==> config.mk <==
export PLATFORM = sky130hd
export DESIGN_NAME = network_input_loader
export DESIGN_NICKNAME = d
export VERILOG_FILES = /design/src/rtl/network_input_loader.sv
export SDC_FILE = /design/constraint.sdc
export NUM_CORES = 1
export LEC_CHECK = 0
export ABC_CLOCK_PERIOD_IN_PS = 10400
export CAP_MARGIN = 20
export CORE_ASPECT_RATIO = 1.25
export CORE_MARGIN = 4
export CORE_UTILIZATION = 45
export DETAILED_ROUTE_END_ITERATION = 10
export GPL_ROUTABILITY_DRIVEN = 1
export HOLD_SLACK_MARGIN = 0.08
export MAX_ROUTING_LAYER = met4
export PLACE_DENSITY_LB_ADDON = 0.3
export SYNTH_ARGS = -nofsm -noshare
export SYNTH_HDL_FRONTEND = slang
export SYNTH_SLANG_ARGS = --single-unit
==> constraint.sdc <==
create_clock -name clk -period 10.4 [get_ports clk]
set_input_delay 3.12 -clock clk [delete_from_list [all_inputs] [get_ports clk]]
set_output_delay 3.12 -clock clk [all_outputs]
set_load 0.02 [all_outputs]
==> src/rtl/network_input_loader.sv <==
// Assembles 9 serial fixed-point samples into a registered frame for the Network, pulses start,
// then holds the frame until the Network signals end (or the wait times out).
module network_input_loader #(
  parameter int DATA_W     = 16,
  parameter int FRAC_SHIFT = 16,
  parameter int TIMEOUT    = 4096,
  parameter int CNT_W      = 16
) (
  input  logic                     clk,
  input  logic                     rst_n,
  input  logic                     s_valid,
  output logic                     s_ready,
  input  logic [DATA_W-1:0]        s_data,
  input  logic                     s_last,
  output logic                     start,
  output logic signed [32:0]       input_0,
  output logic signed [32:0]       input_1,
  output logic signed [32:0]       input_2,
  output logic signed [32:0]       input_3,
  output logic signed [32:0]       input_4,
  output logic signed [32:0]       input_5,
  output logic signed [32:0]       input_6,
  output logic signed [32:0]       input_7,
  output logic signed [32:0]       input_8,
  input  logic                     net_end,
  output logic                     done,
  output logic                     frame_err,
  output logic                     timeout,
  output logic                     busy,
  output logic [CNT_W-1:0]         frame_cnt
);

  localparam int TW = (TIMEOUT > 2) ? $clog2(TIMEOUT) : 1;

  typedef enum logic [2:0] {IDLE, FILL, SYNC, LAUNCH, WAIT} state_t;

  state_t                state, state_nx;
  logic [3:0]            idx, idx_nx;
  logic [TW-1:0]         timer, timer_nx;
  logic                  net_prev;
  logic                  beat, net_rise, expire;
  logic                  store, load, done_nx, err_nx, tmo_nx;
  logic signed [32:0]    conv;
  logic signed [32:0]    shadow [0:7];
  logic signed [32:0]    frame  [0:8];

  assign beat     = s_valid && s_ready;
  assign net_rise = net_end && !net_prev;
  assign expire   = (timer == TW'(TIMEOUT - 1));
  assign conv     = 33'(signed'(s_data)) <<< FRAC_SHIFT;

  always_comb begin
    state_nx = state;
    idx_nx   = idx;
    timer_nx = timer;
    store    = 1'b0;
    load     = 1'b0;
    done_nx  = 1'b0;
    err_nx   = 1'b0;
    tmo_nx   = 1'b0;
    case (state)
      IDLE: begin
        state_nx = FILL;
        idx_nx   = 4'd0;
      end
      FILL: begin
        if (beat) begin
          if (idx != 4'd8) begin
            if (s_last) begin
              err_nx = 1'b1;
              idx_nx = 4'd0;
            end else begin
              store  = 1'b1;
              idx_nx = idx + 4'd1;
            end
          end else if (s_last) begin
            // The 9th sample bypasses the shadow so the frame appears one cycle after its beat.
            load     = 1'b1;
            state_nx = LAUNCH;
          end else begin
            err_nx   = 1'b1;
            state_nx = SYNC;
          end
        end
      end
      SYNC: begin
        if (beat && s_last) begin
          idx_nx   = 4'd0;
          state_nx = FILL;
        end
      end
      LAUNCH: begin
        timer_nx = '0;
        state_nx = WAIT;
      end
      WAIT: begin
        if (net_rise) begin
          done_nx  = 1'b1;
          idx_nx   = 4'd0;
          state_nx = FILL;
        end else if (expire) begin
          tmo_nx   = 1'b1;
          idx_nx   = 4'd0;
          state_nx = FILL;
        end else begin
          timer_nx = timer + TW'(1);
        end
      end
      default: state_nx = IDLE;
    endcase
  end

  always_ff @(posedge clk) begin
    if (!rst_n) begin
      state     <= IDLE;
      idx       <= 4'd0;
      timer     <= '0;
      net_prev  <= 1'b0;
      s_ready   <= 1'b0;
      start     <= 1'b0;
      busy      <= 1'b0;
      done      <= 1'b0;
      frame_err <= 1'b0;
      timeout   <= 1'b0;
      frame_cnt <= '0;
      for (int k = 0; k < 8; k++) shadow[k] <= '0;
      for (int k = 0; k < 9; k++) frame[k] <= '0;
    end else begin
      state     <= state_nx;
      idx       <= idx_nx;
      timer     <= timer_nx;
      net_prev  <= net_end;
      s_ready   <= (state_nx == FILL) || (state_nx == SYNC);
      start     <= (state_nx == LAUNCH);
      busy      <= (state_nx == LAUNCH) || (state_nx == WAIT);
      done      <= done_nx;
      frame_err <= err_nx;
      timeout   <= tmo_nx;
      if (done_nx) frame_cnt <= frame_cnt + CNT_W'(1);
      if (store) shadow[idx[2:0]] <= conv;
      if (load) begin
        for (int k = 0; k < 8; k++) frame[k] <= shadow[k];
        frame[8] <= conv;
      end
    end
  end

  assign input_0 = frame[0];
  assign input_1 = frame[1];
  assign input_2 = frame[2];
  assign input_3 = frame[3];
  assign input_4 = frame[4];
  assign input_5 = frame[5];
  assign input_6 = frame[6];
  assign input_7 = frame[7];
  assign input_8 = frame[8];

endmodule
# Yosys cells after proc, flatten, opt, wreduce, memory -nomap -nowiden
# Memories as Yosys holds them, arrays and structs flattened.
# Cells that the tools add are included.
dict set report word_totals {
  ff_bits 42
  mem_bits_rw 433
  in_bits 21
  out_inout_bits 319
  word_cells 105
  memories 2
}
# memory depth word_bits rd rd_ports_with_merged_regs wr line_no
set memory_table {}
lappend memory_table {frame 9 33 9 0 9 45} ;# logic signed [32:0] frame [0:8];
lappend memory_table {shadow 8 17 8 0 8 44} ;# logic signed [32:0] shadow [0:7];
dict set report op_classes {
  addsub 3
  n_eq_ne 16
  n_mux 48
  bitwise_logic 11
  n_reduce_logical 14
}
# operator count
set op_table {}
lappend op_table {{$mux 33} 9}
lappend op_table {{$mux 12} 2}
lappend op_table {{$mux 4} 6}
lappend op_table {{$pmux 12 s2} 1}
lappend op_table {{$mux 1} 21}
lappend op_table {{$mux 3} 6}
lappend op_table {{$mux 17} 1}
lappend op_table {{$reduce_or 17->1} 1}
lappend op_table {{$add 16x1->16 const B} 1}
lappend op_table {{$pmux 4 s4} 1}
lappend op_table {{$pmux 3 s5} 1}
lappend op_table {{$add 12x1->12 const B} 1}
lappend op_table {{$eq 12x12->1 const B} 1}
lappend op_table {{$eq 3x2->1 const B} 4}
lappend op_table {{$ne 2x2->1 const B} 5}
lappend op_table {{$or 1x1->1} 9}
lappend op_table {{$eq 3x1->1 const B} 2}
lappend op_table {{$eq 3x3->1 const B} 2}
lappend op_table {{$reduce_and 3->1} 2}
lappend op_table {{$reduce_and 5->1} 1}
lappend op_table {{$add 4x1->4 const B} 1}
lappend op_table {{$ne 4x4->1 const B} 1}
lappend op_table {{$reduce_bool 4->1} 1}
lappend op_table {{$logic_and 1x1->1} 3}
lappend op_table {{other kinds (7)} 9}

# Depth between registers and ports, before layout
# Gate-level depths: netlist of the first run.
dict set report depth {
  depth_word 9
  depth_mapped 10
  depth_no_buf 8
}

# Least setup slack after synthesis of the first run
# Ideal clock, no wire load.
dict set report synth_path {
  path_kind {input -> register}
  startpoint {input port s_last}
  endpoint {memory frame[3][16] (netlist: frame[0][115]) (enable)}
  setup_ns 0.513
  arrival_ns 6.998
  t_required_ns 9.887
  path_slack_ns 2.889
  cell_stages 4
  path_buffers 2
  path_cell_list {ha_1 clkbuf_1 clkbuf_1 a41o_1}
}
# element line_no
set synth_rtl {}
lappend synth_rtl {{from (decl)} 14} ;# input logic s_last,
lappend synth_rtl {{to (decl)} 45}

==> results.cfg, run 1 <==
[floorplanning]
coreArea_sq_um = 29300
die_h_microns = 200
dieWidth_microns = 162
start_util = 0.455
die-area_sq_um = 32400
rows = 70
ios = 340

[sta]
finalClockSkew_ns = 0.0253
hold_viol = 0
rsz0062_at_grt = no
finalCritPeriodShare = 0.636
relSlewSlack = 0.351
max_freq_ghz = 0.151
slew_viol_final = 0
worstMarginPinSlew_ns = 0.970
tns_ns = 0
setup_viol = 0
finalCriticalPeriod_ns = 6.61
holdWs_ns = 0.480

[global_route]
grt_pass1_wl_mm = 42.0
grt_usage = 0.168
grt_pass1_vias = 7224
grt_max_degree = 148
overflow = 0
antenna_found_initial = 1

[critical_path]
slowest_delay_ns = 0.91
worstPathCellList = clkdlybuf4s50_1, inv_2, nor4_4, buf_4, buf_16, nand3_2, nor3_2, nand2b_1
crit_type = primary input to flip-flop
crit_path_start_kind = primary input
worstPathArrival_ns = 6.80
crit_slowest_cell = clkdlybuf4s50_1
path_max_fanout = 132
critPathCaptureType = flip-flop
crit_required_ns = 10.59

[cells_and_area]
final-seq-area_sq_um = 9010
antenna_cells = 0
final_nets = 1193
fill_cells = 2406
drive_gt1_frac = 0.0624
area_growth_pct = 20.5
postLayoutCellArea_sq_um = 16000
layout_common_cells = edfxtp_1, clkdlybuf4s50_1, and3_1
finalNonFillerCells = 1582
final_common_cell = edfxtp_1
multi_input_comb_area_sq_um = 3490

[clock_network]
root_buffer = clkbuf_16
tritoncts = done
insertion_delay_ns = 0.55
cts_sinks = 314
cts_max_path_buffers = 3
cts_hold_buf = 0
cts_resized = 0
path_clk_slew_ns = 0.06
cts_buffers = 30
htreeDepth = 1
cts_setup_buffers = 0

[placement]
detailed_place_hpwl_mm = 18.3
portBuffers = 195
gp_congestion = 0.824
placed_cell_area_sq_um = 15000
dp.cells = 1528

[pwr]
powerDensity_nw_per_um2 = 164
power_mw = 2.63
vdd_drop_max_v = 0.000117
p_leak_nw = 6.48

[synth]
synth_ff_type = edfxtp_1
syn_area_per_cell_sq_um = 13.5
yosysWarnings = 0
ys_ff_latch = 314
synth_seq_area_share = 0.677
syn_area_sq_um = 13300
synth_cell_types = 47
synth_edf_count = 272
synthArstFlopShare = 0
synthCells = 988

[run]
cap_violations = 0

[drt]
dr.pass1.iters = 5
via_count = 7559
wl_met1_mm = 10.8
avgViaCountPerCell = 4.78
totalWireLength_mm = 28.1
wire_per_inst_microns = 17.8
drtIter0Drc = 620
drc = 0
top_layer = met4
route.met3.wl_mm = 2.17
wl_met2_mm = 14.2
ant_nets = 0

[run_status]
status = finished, final reports clean

[hold_path]
min_path_type = flip-flop to flip-flop
==> metrics by stage <==
stage | utilization | worst slack (ns)
after floorplan | - | 2.89
after global routing | 0.548 | 3.41
final | 0.548 | 3.79
after global placement | 0.514 | 2.90
after detailed placement | 0.514 | 2.75
after CTS | 0.546 | 3.32
==> synth_stat cells, types with 2 or more instances <==
library cell | n | area [sq um]
a21oi_1 | 16 | 80.1
and2_1 | 131 | 820
and3_1 | 148 | 926
and4_1 | 2 | 17.5
buf_2 | 5 | 25.0
buf_4 | 153 | 1150
clkbuf_1 | 43 | 161
dfxtp_1 | 42 | 841
edfxtp_1 | 272 | 8170
ha_1 | 6 | 75.1
inv_1 | 7 | 26.3
mux2i_1 | 2 | 20.0
nand2_1 | 22 | 82.6
nand2b_1 | 5 | 31.3
nand3_1 | 10 | 50.1
nand3b_1 | 6 | 45.0
nand4_1 | 7 | 43.8
nor2_1 | 28 | 105
nor2_2 | 3 | 18.8
nor3_1 | 6 | 30.0
nor3b_1 | 3 | 22.5
nor4_1 | 3 | 18.8
nor4_4 | 2 | 42.5
o211ai_1 | 2 | 15.0
o21ai_0 | 14 | 70.1
o22ai_1 | 4 | 25.0
o31ai_1 | 5 | 37.5
or3_1 | 5 | 31.3
or4_1 | 6 | 45.0
xnor2_1 | 7 | 61.3
xor2_1 | 7 | 61.3
==> critical path, delay by kind of cell <==
kind	cells	cell delay, ns
buffers and inverters	4	1.90
AND/OR/NAND/NOR	4	1.72
==> logic make-up (layout without fill, tap and decap cells) <==
family	Yosys count	after routing	synth area share
AND/OR/NAND/NOR	395	395	0.182
flip-flops	314	314	0.677
buffers and inverters	210	265	0.103
AO/OA/AOI/OAI	45	45	0.0201
XOR/XNOR	14	14	0.00921
adder cells (fa/ha/maj)	6	6	0.00564
multiplexers	3	3	0.00235
other	1	144	0.000282
==> area by class of cell <==
| class | count | area share |
|---|---|---|
| clock buffer | 33 | 0.0475 |
| clock inverter | 19 | 0.0115 |
| inverter | 8 | 0.00187 |
| multi-input combinational | 607 | 0.217 |
| sequential | 314 | 0.562 |
| tap | 396 | 0.0309 |
| timing repair buffer | 205 | 0.129 |
==> metal layers <==
layer | up-vias | track usage
met5 | - | -
met3 | 61 | 0.0319
met2 | 309 | 0.283
met4 | 0 | 0.0574
met1 | 3621 | 0.205
li1 | 3568 | -
==> sequential cells by signal, indices dropped and copies added, names as in the netlist <==
name       flops
start          1
frame_err      1
s_ready        1
timeout        1
frame_cnt     16
done           1
frame        144
timer         12
busy           1
idx            4
state          3
shadow       128
net_prev       1
==> where the power goes <==
group          switching (mW)  leakage, nW  internal [mW]
sequential             0.0136         3.15           1.40
combinational           0.131         2.88         0.0474
clock                   0.457        0.455          0.581
==> worst paths after layout <==
check        startpoint            end  slack [ns]  cells after the start
min            timer[1]       timer[1]        0.48                      2
max reg2reg      idx[0]  frame[0][122]        6.95                      7
min reg2reg    timer[1]       timer[1]        0.48                      2
max               rst_n  shadow[4][12]        3.79                      8
(Power assumes the default switching activity.)
==> run 2: changes to the inputs <==
--- a/config.mk
+++ b/config.mk
@@ -5,7 +5,7 @@
 export SDC_FILE = /design/constraint.sdc
 export NUM_CORES = 1
 export LEC_CHECK = 0
-export ABC_CLOCK_PERIOD_IN_PS = 10400
+export ABC_CLOCK_PERIOD_IN_PS = 5690
 export CAP_MARGIN = 20
 export CORE_ASPECT_RATIO = 1.25
 export CORE_MARGIN = 4
==> constraint.sdc (replaced) <==
create_clock -name clk -period 5.69 [get_ports clk]
set_input_delay 1.707 -clock clk [delete_from_list [all_inputs] [get_ports clk]]
set_output_delay 1.707 -clock clk [all_outputs]
set_load 0.02 [all_outputs]
==> run 2 against run 1 <==
  * Combinational power up 84%
  * Sequential power up 82%
  * Clock power up 85%
  * Global-route usage up 0.17 points
  * Utilization up 0.18 points
  * Cell area up 0.34%
  * Cell count up 0.51%
  * Flip-flop and latch count unchanged
  * Clock-buffer cell count up 5
  * First-iteration DRC count down 9.4%
  * Hold slack worse by 0.0041 ns
  * Largest cell class unchanged
  * Largest power group unchanged
==> results.cfg, run 2 (synthesis gave the netlist of run 1 again) <==
[critical_path]
path_buf_inv = 2
path_max_fanout = 17
worstPathArrival_ns = 4.19
slowest_delay_ns = 0.66
crit_required_ns = 5.86
rr_worst_depth = 7
worstPathCellList = clkdlybuf4s50_1, inv_2, nor4_4, nand3_2, nor3_2, nand2b_1
crit_path_start_kind = primary input
critPathCaptureType = flip-flop
cp_num_cells = 6
crit_slowest_cell = nand2b_1
crit_type = primary input to flip-flop
crit_family = simple AND/OR/NAND/NOR gates

[cells_and_area]
final_nets = 1198
drive_gt1_frac = 0.0645
layout_common_cells = edfxtp_1, clkdlybuf4s50_1, and3_1
area_growth_pct = 20.9
final-seq-area_sq_um = 9010
regMostFlops = frame
final_common_cell = edfxtp_1
multi_input_comb_area_sq_um = 3490
fill_cells = 2417
finalNonFillerCells = 1590
antenna_cells = 0
reg_top3 = frame: 144 flops, shadow: 128 flops, frame_cnt: 16 flops
largest_reg_flops = 144

[pwr]
p_comb_frac = 0.068
pwr-share-clk = 0.397
switchingPower_mw = 1.10
powerDensity_nw_per_um2 = 301
pwr-share-seq = 0.534
p_leak_nw = 6.50
vdd_drop_max_v = 0.000228
swShare = 0.227
power_mw = 4.84
intPower_mw = 3.74

[sta]
finalCriticalPeriod_ns = 4.03
hold_viol = 0
finalClockSkew_ns = 0.00874
finalCritPeriodShare = 0.707
setup_viol = 0
relSlewSlack = 0.433
max_freq_ghz = 0.248
slew_viol_final = 0
tns_ns = 0
rsz0062_at_grt = no
holdWs_ns = 0.475
worstMarginPinSlew_ns = 0.848

[clock_network]
insertion_delay_ns = 0.54
root_buffer = clkbuf_16
cts_sinks = 314
cts_setup_buffers = 0
tritoncts = done
path_clk_slew_ns = 0.06
cts_buffers = 30
htreeDepth = 1
cts_hold_buf = 0
cts_max_path_buffers = 3
cts_resized = 0

[global_route]
grt_pass1_wl_mm = 42.3
grt_max_degree = 145
grt_pass1_vias = 7177
overflow = 0
grt_usage = 0.170
antenna_found_initial = 2

[drt]
drc = 0
dr.pass1.iters = 5
totalWireLength_mm = 28.4
drtIter0Drc = 562
wire_per_inst_microns = 17.9
ant_nets = 0
via_count = 7606
avgViaCountPerCell = 4.78

[floorplanning]
dieWidth_microns = 162
coreArea_sq_um = 29300
ios = 340
rows = 70
die-area_sq_um = 32400
die_h_microns = 200
start_util = 0.455

[run]
cap_violations = 0

[placement]
gp_congestion = 0.803
detailed_place_hpwl_mm = 18.5
dp.cells = 1533
portBuffers = 195

[run_status]
status = finished, final reports clean

[hold_path]
hold_path_depth = 2
min_path_type = flip-flop to flip-flop
run 2: per-layer routing:
metal / share of wire / global-route usage / routed length, microns / vias to the layer above
li1: - / - / - / 3593
met2: 0.51 / 0.286 / 14600 / 275
met4: 0.025 / 0.0474 / 703 / 0
met3: 0.072 / 0.0309 / 2060 / 49
met1: 0.39 / 0.212 / 11100 / 3689
met5: 0 / - / 0 / -
run 2: worst reg2reg max path: stages, from the launching register on:
cell,delay [ns]
dfxtp_1,0.58
inv_1,0.11
ha_1,0.22
nand3b_1,0.15
ha_1,0.22
nand3_2,0.20
nor3_2,0.59
nand2b_1,0.66
run 2: final timing paths:
path,slack (ns),end,start
min,0.48,timer[1],timer[1]
max reg2reg,2.58,shadow[4][8],idx[0]
max,1.66,shadow[4][8],rst_n
min reg2reg,0.48,timer[1],timer[1]
run 2: cell type report:
class / instances / area share
sequential: 314 / 0.560
tap: 396 / 0.0308
inverter: 8 / 0.00187
multi-input combinational: 607 / 0.217
timing repair buffer: 210 / 0.131
clock buffer: 38 / 0.0499
clock inverter: 17 / 0.00964
run 2: metrics by stage:
stage	utilization	setup WS, ns	instance area, sq um
2_1_floorplan	-	1.16	13800
3_3_place_gp	0.516	1.19	15100
3_5_place_dp	0.516	1.09	15100
4_1_cts	0.548	1.66	16000
5_1_grt	0.550	1.40	16100
6_report	0.550	1.66	16100
run 2: power by group through the flow:
stage / clock network [mW] / registers (mW) / logic (mW)
global route: 2.06 / 2.59 / 0.348
CTS: 1.97 / 2.59 / 0.330
global placement: 0 / 2.64 / 0.328
detailed placement: 0 / 2.64 / 0.330
floorplan: 0 / 2.68 / 0.214
finish: 1.92 / 2.59 / 0.330
